### src/rtl/obj_pos_ctrl.sv
// Frame-rate position controller for one on-screen rectangle: button-driven
// clamped motion per frame tick, per-frame hit latch and multi-frame freeze penalty.
module obj_pos_ctrl #(
   parameter int SCREEN_W      = 640,
   parameter int SCREEN_H      = 480,
   parameter int OBJ_W         = 32,
   parameter int OBJ_H         = 32,
   parameter int INIT_X        = 304,
   parameter int INIT_Y        = 224,
   parameter int STEP          = 4,
   parameter int FREEZE_FRAMES = 30
) (
   input  logic        i_Clk,
   input  logic        i_Rst_n,
   input  logic        i_Frame_Tick,
   input  logic        i_Btn_Left,
   input  logic        i_Btn_Right,
   input  logic        i_Btn_Up,
   input  logic        i_Btn_Down,
   input  logic        i_fHit,
   input  logic        i_Restart,
   output logic [18:0] o_Obj_Pos,
   output logic [5:0]  o_Obj_W,
   output logic [5:0]  o_Obj_H,
   output logic        o_fFrozen,
   output logic [7:0]  o_Hit_Cnt
);

   localparam logic [10:0] MAX_X   = 11'(SCREEN_W - OBJ_W);
   localparam logic [10:0] MAX_Y   = 11'(SCREEN_H - OBJ_H);
   localparam logic [10:0] STEP_W  = 11'(STEP);
   localparam logic [9:0]  INIT_XW = 10'(INIT_X);
   localparam logic [8:0]  INIT_YW = 9'(INIT_Y);
   localparam logic [7:0]  FRZ_W   = 8'(FREEZE_FRAMES);

   typedef enum logic {RUN, FROZEN} state_t;

   state_t     state;
   logic [9:0] x;
   logic [8:0] y;
   logic [7:0] freeze_cnt;
   logic [7:0] hit_cnt;
   logic       hit_pending;
   logic       frozen;

   // One axis of motion; 11-bit math so neither edge can wrap.
   function automatic logic [10:0] step_axis(input logic [10:0] p, input logic dec,
                                             input logic inc, input logic [10:0] max);
      if (inc && !dec)
         return (p + STEP_W > max) ? max : p + STEP_W;
      if (dec && !inc)
         return (p < STEP_W) ? 11'd0 : p - STEP_W;
      return p;
   endfunction

   always_ff @(posedge i_Clk or negedge i_Rst_n) begin
      if (!i_Rst_n) begin
         state       <= RUN;
         x           <= INIT_XW;
         y           <= INIT_YW;
         freeze_cnt  <= '0;
         hit_cnt     <= '0;
         hit_pending <= 1'b0;
         frozen      <= 1'b0;
      end else if (i_Restart) begin
         state       <= RUN;
         x           <= INIT_XW;
         y           <= INIT_YW;
         freeze_cnt  <= '0;
         hit_cnt     <= '0;
         hit_pending <= 1'b0;
         frozen      <= 1'b0;
      end else begin
         // A hit in the tick cycle itself belongs to the frame that is starting.
         hit_pending <= i_Frame_Tick ? i_fHit : (hit_pending | i_fHit);
         if (i_Frame_Tick) begin
            case (state)
               RUN: begin
                  if (hit_pending) begin
                     state      <= FROZEN;
                     frozen     <= 1'b1;
                     freeze_cnt <= FRZ_W;
                     if (hit_cnt != 8'hFF)
                        hit_cnt <= hit_cnt + 8'd1;
                  end else begin
                     x <= 10'(step_axis({1'b0, x}, i_Btn_Left, i_Btn_Right, MAX_X));
                     y <= 9'(step_axis({2'b0, y}, i_Btn_Up, i_Btn_Down, MAX_Y));
                  end
               end
               FROZEN: begin
                  if (freeze_cnt <= 8'd1) begin
                     state      <= RUN;
                     frozen     <= 1'b0;
                     freeze_cnt <= '0;
                  end else begin
                     freeze_cnt <= freeze_cnt - 8'd1;
                  end
               end
               default: state <= RUN;
            endcase
         end
      end
   end

   assign o_Obj_Pos = {x, y};
   assign o_Obj_W   = 6'(OBJ_W);
   assign o_Obj_H   = 6'(OBJ_H);
   assign o_fFrozen = frozen;
   assign o_Hit_Cnt = hit_cnt;

endmodule

### config.mk
export PLATFORM = sky130hd
export DESIGN_NAME = obj_pos_ctrl
export DESIGN_NICKNAME = d
export VERILOG_FILES = /design/src/rtl/obj_pos_ctrl.sv
export SDC_FILE = /design/constraint.sdc
export NUM_CORES = 1
export LEC_CHECK = 0
export BUFFER_PORTS_ARGS = -buffer_cell sky130_fd_sc_hd__buf_2
export CAP_MARGIN = 20
export CORE_MARGIN = 2
export CORE_UTILIZATION = 50
export CTS_BUF_LIST = sky130_fd_sc_hd__clkbuf_2 sky130_fd_sc_hd__clkbuf_4 sky130_fd_sc_hd__clkbuf_8
export CTS_CLUSTER_SIZE = 24
export DETAILED_ROUTE_END_ITERATION = 7
export PLACE_DENSITY = 0.7
export RECOVER_POWER = 25
export SLEW_MARGIN = 40
export SYNTH_ARGS = -nofsm -noshare
export SYNTH_HDL_FRONTEND = slang
export SYNTH_SLANG_ARGS = --single-unit
### constraint.sdc
create_clock -name i_Clk -period 3.3 [get_ports i_Clk]
set_clock_uncertainty 0.15 [all_clocks]
set_input_delay 0.165 -clock i_Clk [delete_from_list [all_inputs] [get_ports i_Clk]]
set_output_delay 0.165 -clock i_Clk [all_outputs]
set_load 0.01 [all_outputs]
==> flow_results.xml <==
<?xml version="1.0" encoding="UTF-8"?>
<metrics>
  <group name="run_status">
    <metric name="status" unit="">finished with violations</metric>
    <metric name="violations_in_the_final_reports" unit="">capacitance limit, slew limit</metric>
  </group>
  <group name="placed_design">
    <metric name="routabilityCongestion" unit="">0.969</metric>
    <metric name="dpl.cell_count" unit="">430</metric>
    <metric name="placement.io_buffers" unit="">36</metric>
    <metric name="place_hpwl" unit="um">4430</metric>
    <metric name="placement.cell_area" unit="sq um">2930</metric>
  </group>
  <group name="logic_synthesis">
    <metric name="sequential_area_share_after_synthesis" unit="%">34.5</metric>
    <metric name="ff_latch_count_synth" unit="">38</metric>
    <metric name="ys_types" unit="">62</metric>
    <metric name="syn_avg_cell_area" unit="sq um">8.17</metric>
    <metric name="yosysWarningCount" unit="">0</metric>
    <metric name="postSynth.asyncResetShare" unit="%">100</metric>
    <metric name="synth-main-ff-cell" unit="">dfrtp_1</metric>
    <metric name="synth_cells" unit="">340</metric>
    <metric name="synthesis.area" unit="sq um">2780</metric>
    <metric name="synth_edf_count" unit="">0</metric>
  </group>
  <group name="clocking">
    <metric name="tritoncts_clock_tree" unit="">done</metric>
    <metric name="clockBufferDepth" unit="">2</metric>
    <metric name="clk-insertion-delay-late" unit="ns">0.30</metric>
    <metric name="clock_tree.htree_level_count" unit="">2</metric>
    <metric name="cts-resized-gates" unit="">0</metric>
    <metric name="post_cts_hold_buffer_count" unit="">2</metric>
    <metric name="clock_sinks" unit="">38</metric>
    <metric name="clockRootBuffer" unit="">clkbuf_8</metric>
    <metric name="clk_transition_reported_paths" unit="ns">0.08</metric>
    <metric name="post_cts.repair.setup_buffers" unit="">0</metric>
    <metric name="cts_buffers" unit="">5</metric>
  </group>
  <group name="timing">
    <metric name="grt_setup_unrepaired" unit="">false</metric>
    <metric name="finalHoldViolCount" unit="">0</metric>
    <metric name="fin_crit_sh" unit="%">75.0</metric>
    <metric name="fmaxAchievable" unit="MHz">404</metric>
    <metric name="final.min_clock_period" unit="ns">2.47</metric>
    <metric name="worst_pin_slew" unit="ns">2.06</metric>
    <metric name="report.final.setup_viol" unit="">0</metric>
    <metric name="max-slew-margin-rel" unit="%">-37.5</metric>
    <metric name="final_sum_of_negative_setup_slack" unit="ns">0</metric>
    <metric name="maxSlewViolCount" unit="">39</metric>
  </group>
  <group name="route">
    <metric name="drt_first_pass_iters" unit="">4</metric>
    <metric name="drc" unit="">0</metric>
    <metric name="drt-vias-per-instance" unit="">5.85</metric>
    <metric name="drt-wirelength-per-cell" unit="um">14.4</metric>
    <metric name="antenna_violating_nets_post_route" unit="">0</metric>
    <metric name="drt_iter0_markers" unit="">237</metric>
    <metric name="vias" unit="">2572</metric>
    <metric name="totalWireLength" unit="um">6340</metric>
  </group>
  <group name="floorplanning">
    <metric name="floorplan.die.width" unit="um">78.5</metric>
    <metric name="die_h" unit="um">78.5</metric>
    <metric name="std_cell_rows" unit="">27</metric>
    <metric name="dieArea" unit="sq um">6160</metric>
    <metric name="initial_utilization" unit="%">51.0</metric>
    <metric name="fp.coreArea" unit="sq um">5440</metric>
    <metric name="boundaryPins" unit="">49</metric>
  </group>
  <group name="cells_and_area">
    <metric name="synth_to_layout_area_growth" unit="%">11.1</metric>
    <metric name="filler_cell_count" unit="">514</metric>
    <metric name="stdcell_count" unit="">440</metric>
    <metric name="antennaDiodeCount" unit="">0</metric>
    <metric name="layout.cells.most_common" unit="">nor2_1</metric>
    <metric name="finish.net_count" unit="">384</metric>
    <metric name="final_layout_size_suffix_gt1_share" unit="%">17.4</metric>
    <metric name="register_area" unit="sq um">958</metric>
    <metric name="final_area" unit="sq um">3090</metric>
    <metric name="layout.cells.most_common_list" unit="">39 x nor2_1, 35 x buf_2, 32 x dfrtp_1</metric>
    <metric name="multi_input_area" unit="sq um">1660</metric>
  </group>
  <group name="pwr">
    <metric name="totalPowerFinal" unit="mW">1.20</metric>
    <metric name="internal-power" unit="mW">0.862</metric>
    <metric name="leakagePower" unit="nW">1.32</metric>
    <metric name="power_share_of_the_combinational_group" unit="%">16.2</metric>
    <metric name="power.share.switching" unit="%">28.1</metric>
    <metric name="flop_pwr_share" unit="%">43.3</metric>
    <metric name="peak_supply_drop" unit="mV">0.242</metric>
    <metric name="power_frac_clock" unit="%">40.5</metric>
    <metric name="power.density_cell_area" unit="nW/um^2">388</metric>
    <metric name="switchingPower" unit="mW">0.337</metric>
  </group>
  <group name="global_routing">
    <metric name="first_global_vias" unit="">2273</metric>
    <metric name="initial_antenna_violation_count" unit="">0</metric>
    <metric name="grt_first_pass_wirelength" unit="um">10700</metric>
    <metric name="grt_usage" unit="%">21.6</metric>
    <metric name="grt_start_max_net_pins" unit="">39</metric>
    <metric name="grt_overflow_total" unit="">0</metric>
  </group>
  <group name="worst_setup_path">
    <metric name="worst-path-max-fanout" unit="">10</metric>
    <metric name="slowest_stage" unit="">dfrtp_1</metric>
    <metric name="timing.critical_path.arrival" unit="ns">2.54</metric>
    <metric name="worstPathBufferInverterCount" unit="">0</metric>
    <metric name="setup.worst_path.start" unit="">x[2]</metric>
    <metric name="max_incr_delay_on_cp" unit="ns">0.50</metric>
    <metric name="timing.critical_path.cells" unit="">ha_1 &gt; and3_2 &gt; or4b_4 &gt; a31o_4 &gt; a2111oi_4 &gt; a311oi_1</metric>
    <metric name="worst_r2r_startpoint" unit="">x[2]</metric>
    <metric name="crit_path_end_kind" unit="">flip-flop</metric>
    <metric name="timing.reg2reg.setup_slack" unit="ns">0.83</metric>
    <metric name="rr_worst_depth" unit="">6</metric>
    <metric name="worst-path-stages" unit="">6</metric>
    <metric name="setup.worst_path.class" unit="">flip-flop to flip-flop</metric>
    <metric name="crit_required" unit="ns">3.36</metric>
    <metric name="critPathLaunchType" unit="">flip-flop</metric>
    <metric name="critical_path.top_delay_family" unit="">simple AND/OR/NAND/NOR gates</metric>
    <metric name="worstReg2RegEnd" unit="">x[4]</metric>
  </group>
  <group name="min_path">
    <metric name="hold_class" unit="">primary input to flip-flop</metric>
    <metric name="min_from" unit="">i_Frame_Tick</metric>
    <metric name="holdPathEnd" unit="">state</metric>
    <metric name="hold_depth" unit="">4</metric>
  </group>
  <group name="flow_run">
    <metric name="max_cap_violations" unit="">1</metric>
  </group>
</metrics>
## layout make-up
cell class / instances / share of cell area [%]
sequential: 38 / 31.1
multi-input combinational: 272 / 53.6
clock buffer: 5 / 2.23
inverter: 12 / 1.46
timing repair buffer: 38 / 6.45
clock inverter: 3 / 2.23
tap: 72 / 2.92
## Yosys cell counts (6+ instances only)
library cell	n	area (sq um)
nand2_1	31	116
nor3_1	19	95.1
buf_4	13	97.6
ha_1	8	100
o21ai_0	24	120
nand2b_1	11	68.8
clkbuf_1	9	33.8
dfstp_2	6	158
dfrtp_1	32	801
inv_1	12	45.0
nor2_1	39	146
nand3_1	7	35.0
a21oi_1	27	135
## worst reg2reg max path, cell delays in order (launching register included)
cell	delay, ns
dfrtp_1	0.50
ha_1	0.35
and3_2	0.25
or4b_4	0.47
a31o_4	0.27
a2111oi_4	0.33
a311oi_1	0.08
## cell families (layout without fill, tap and decap cells)
family | count (synthesis) | count (layout) | synth area share, %
fa+ha+maj | 8 | 8 | 3.61
mux | 5 | 5 | 1.94
other cells | 2 | 12 | 0.270
flops | 38 | 38 | 34.5
simple gates | 149 | 149 | 28.1
buf+inv | 40 | 58 | 7.35
xor+xnor | 9 | 9 | 2.84
compound gates | 89 | 89 | 21.4
## how the worst max path moves through the flow
stage / endpoint
global placement: x[4]
detailed placement: x[4]
finish: x[4]
floorplan: x[4]
CTS: x[4]
global route: freeze_cnt[4]
## per-layer routing
layer / GRT usage, % / part of all wire [%] / routed length [um]
met2: 32.6 / 46 / 2930
met1: 30.6 / 47 / 2950
met5: 0 / 0 / 0
met3: 4.37 / 5.9 / 376
met4: 8.07 / 1.3 / 85
## power by group through the flow
stage	logic (mW)	clock network [mW]	registers, mW
2_1_floorplan	0.150	0	0.521
3_3_place_gp	0.188	0	0.527
3_5_place_dp	0.191	0	0.527
4_1_cts	0.194	0.497	0.519
5_1_grt	0.219	0.518	0.524
6_report	0.194	0.485	0.519
## sequential cells by signal, summed over array words and instances, names as in the netlist
name and cells:
y 9, hit_pending 1, x 10, o_fFrozen 1
o_Hit_Cnt 8, freeze_cnt 8, state 1
## stage by stage
step | worst slack, ns | utilization, % | hold WS [ns]
2_1_floorplan | 0.945 | - | -0.281
3_3_place_gp | 0.924 | 53.8 | 0.177
3_5_place_dp | 0.829 | 53.9 | 0.0189
4_1_cts | 0.837 | 56.8 | 0.0870
5_1_grt | 0.389 | 56.7 | 0.159
6_report | 0.826 | 56.7 | 0.0983
(Power assumes the default switching activity.)
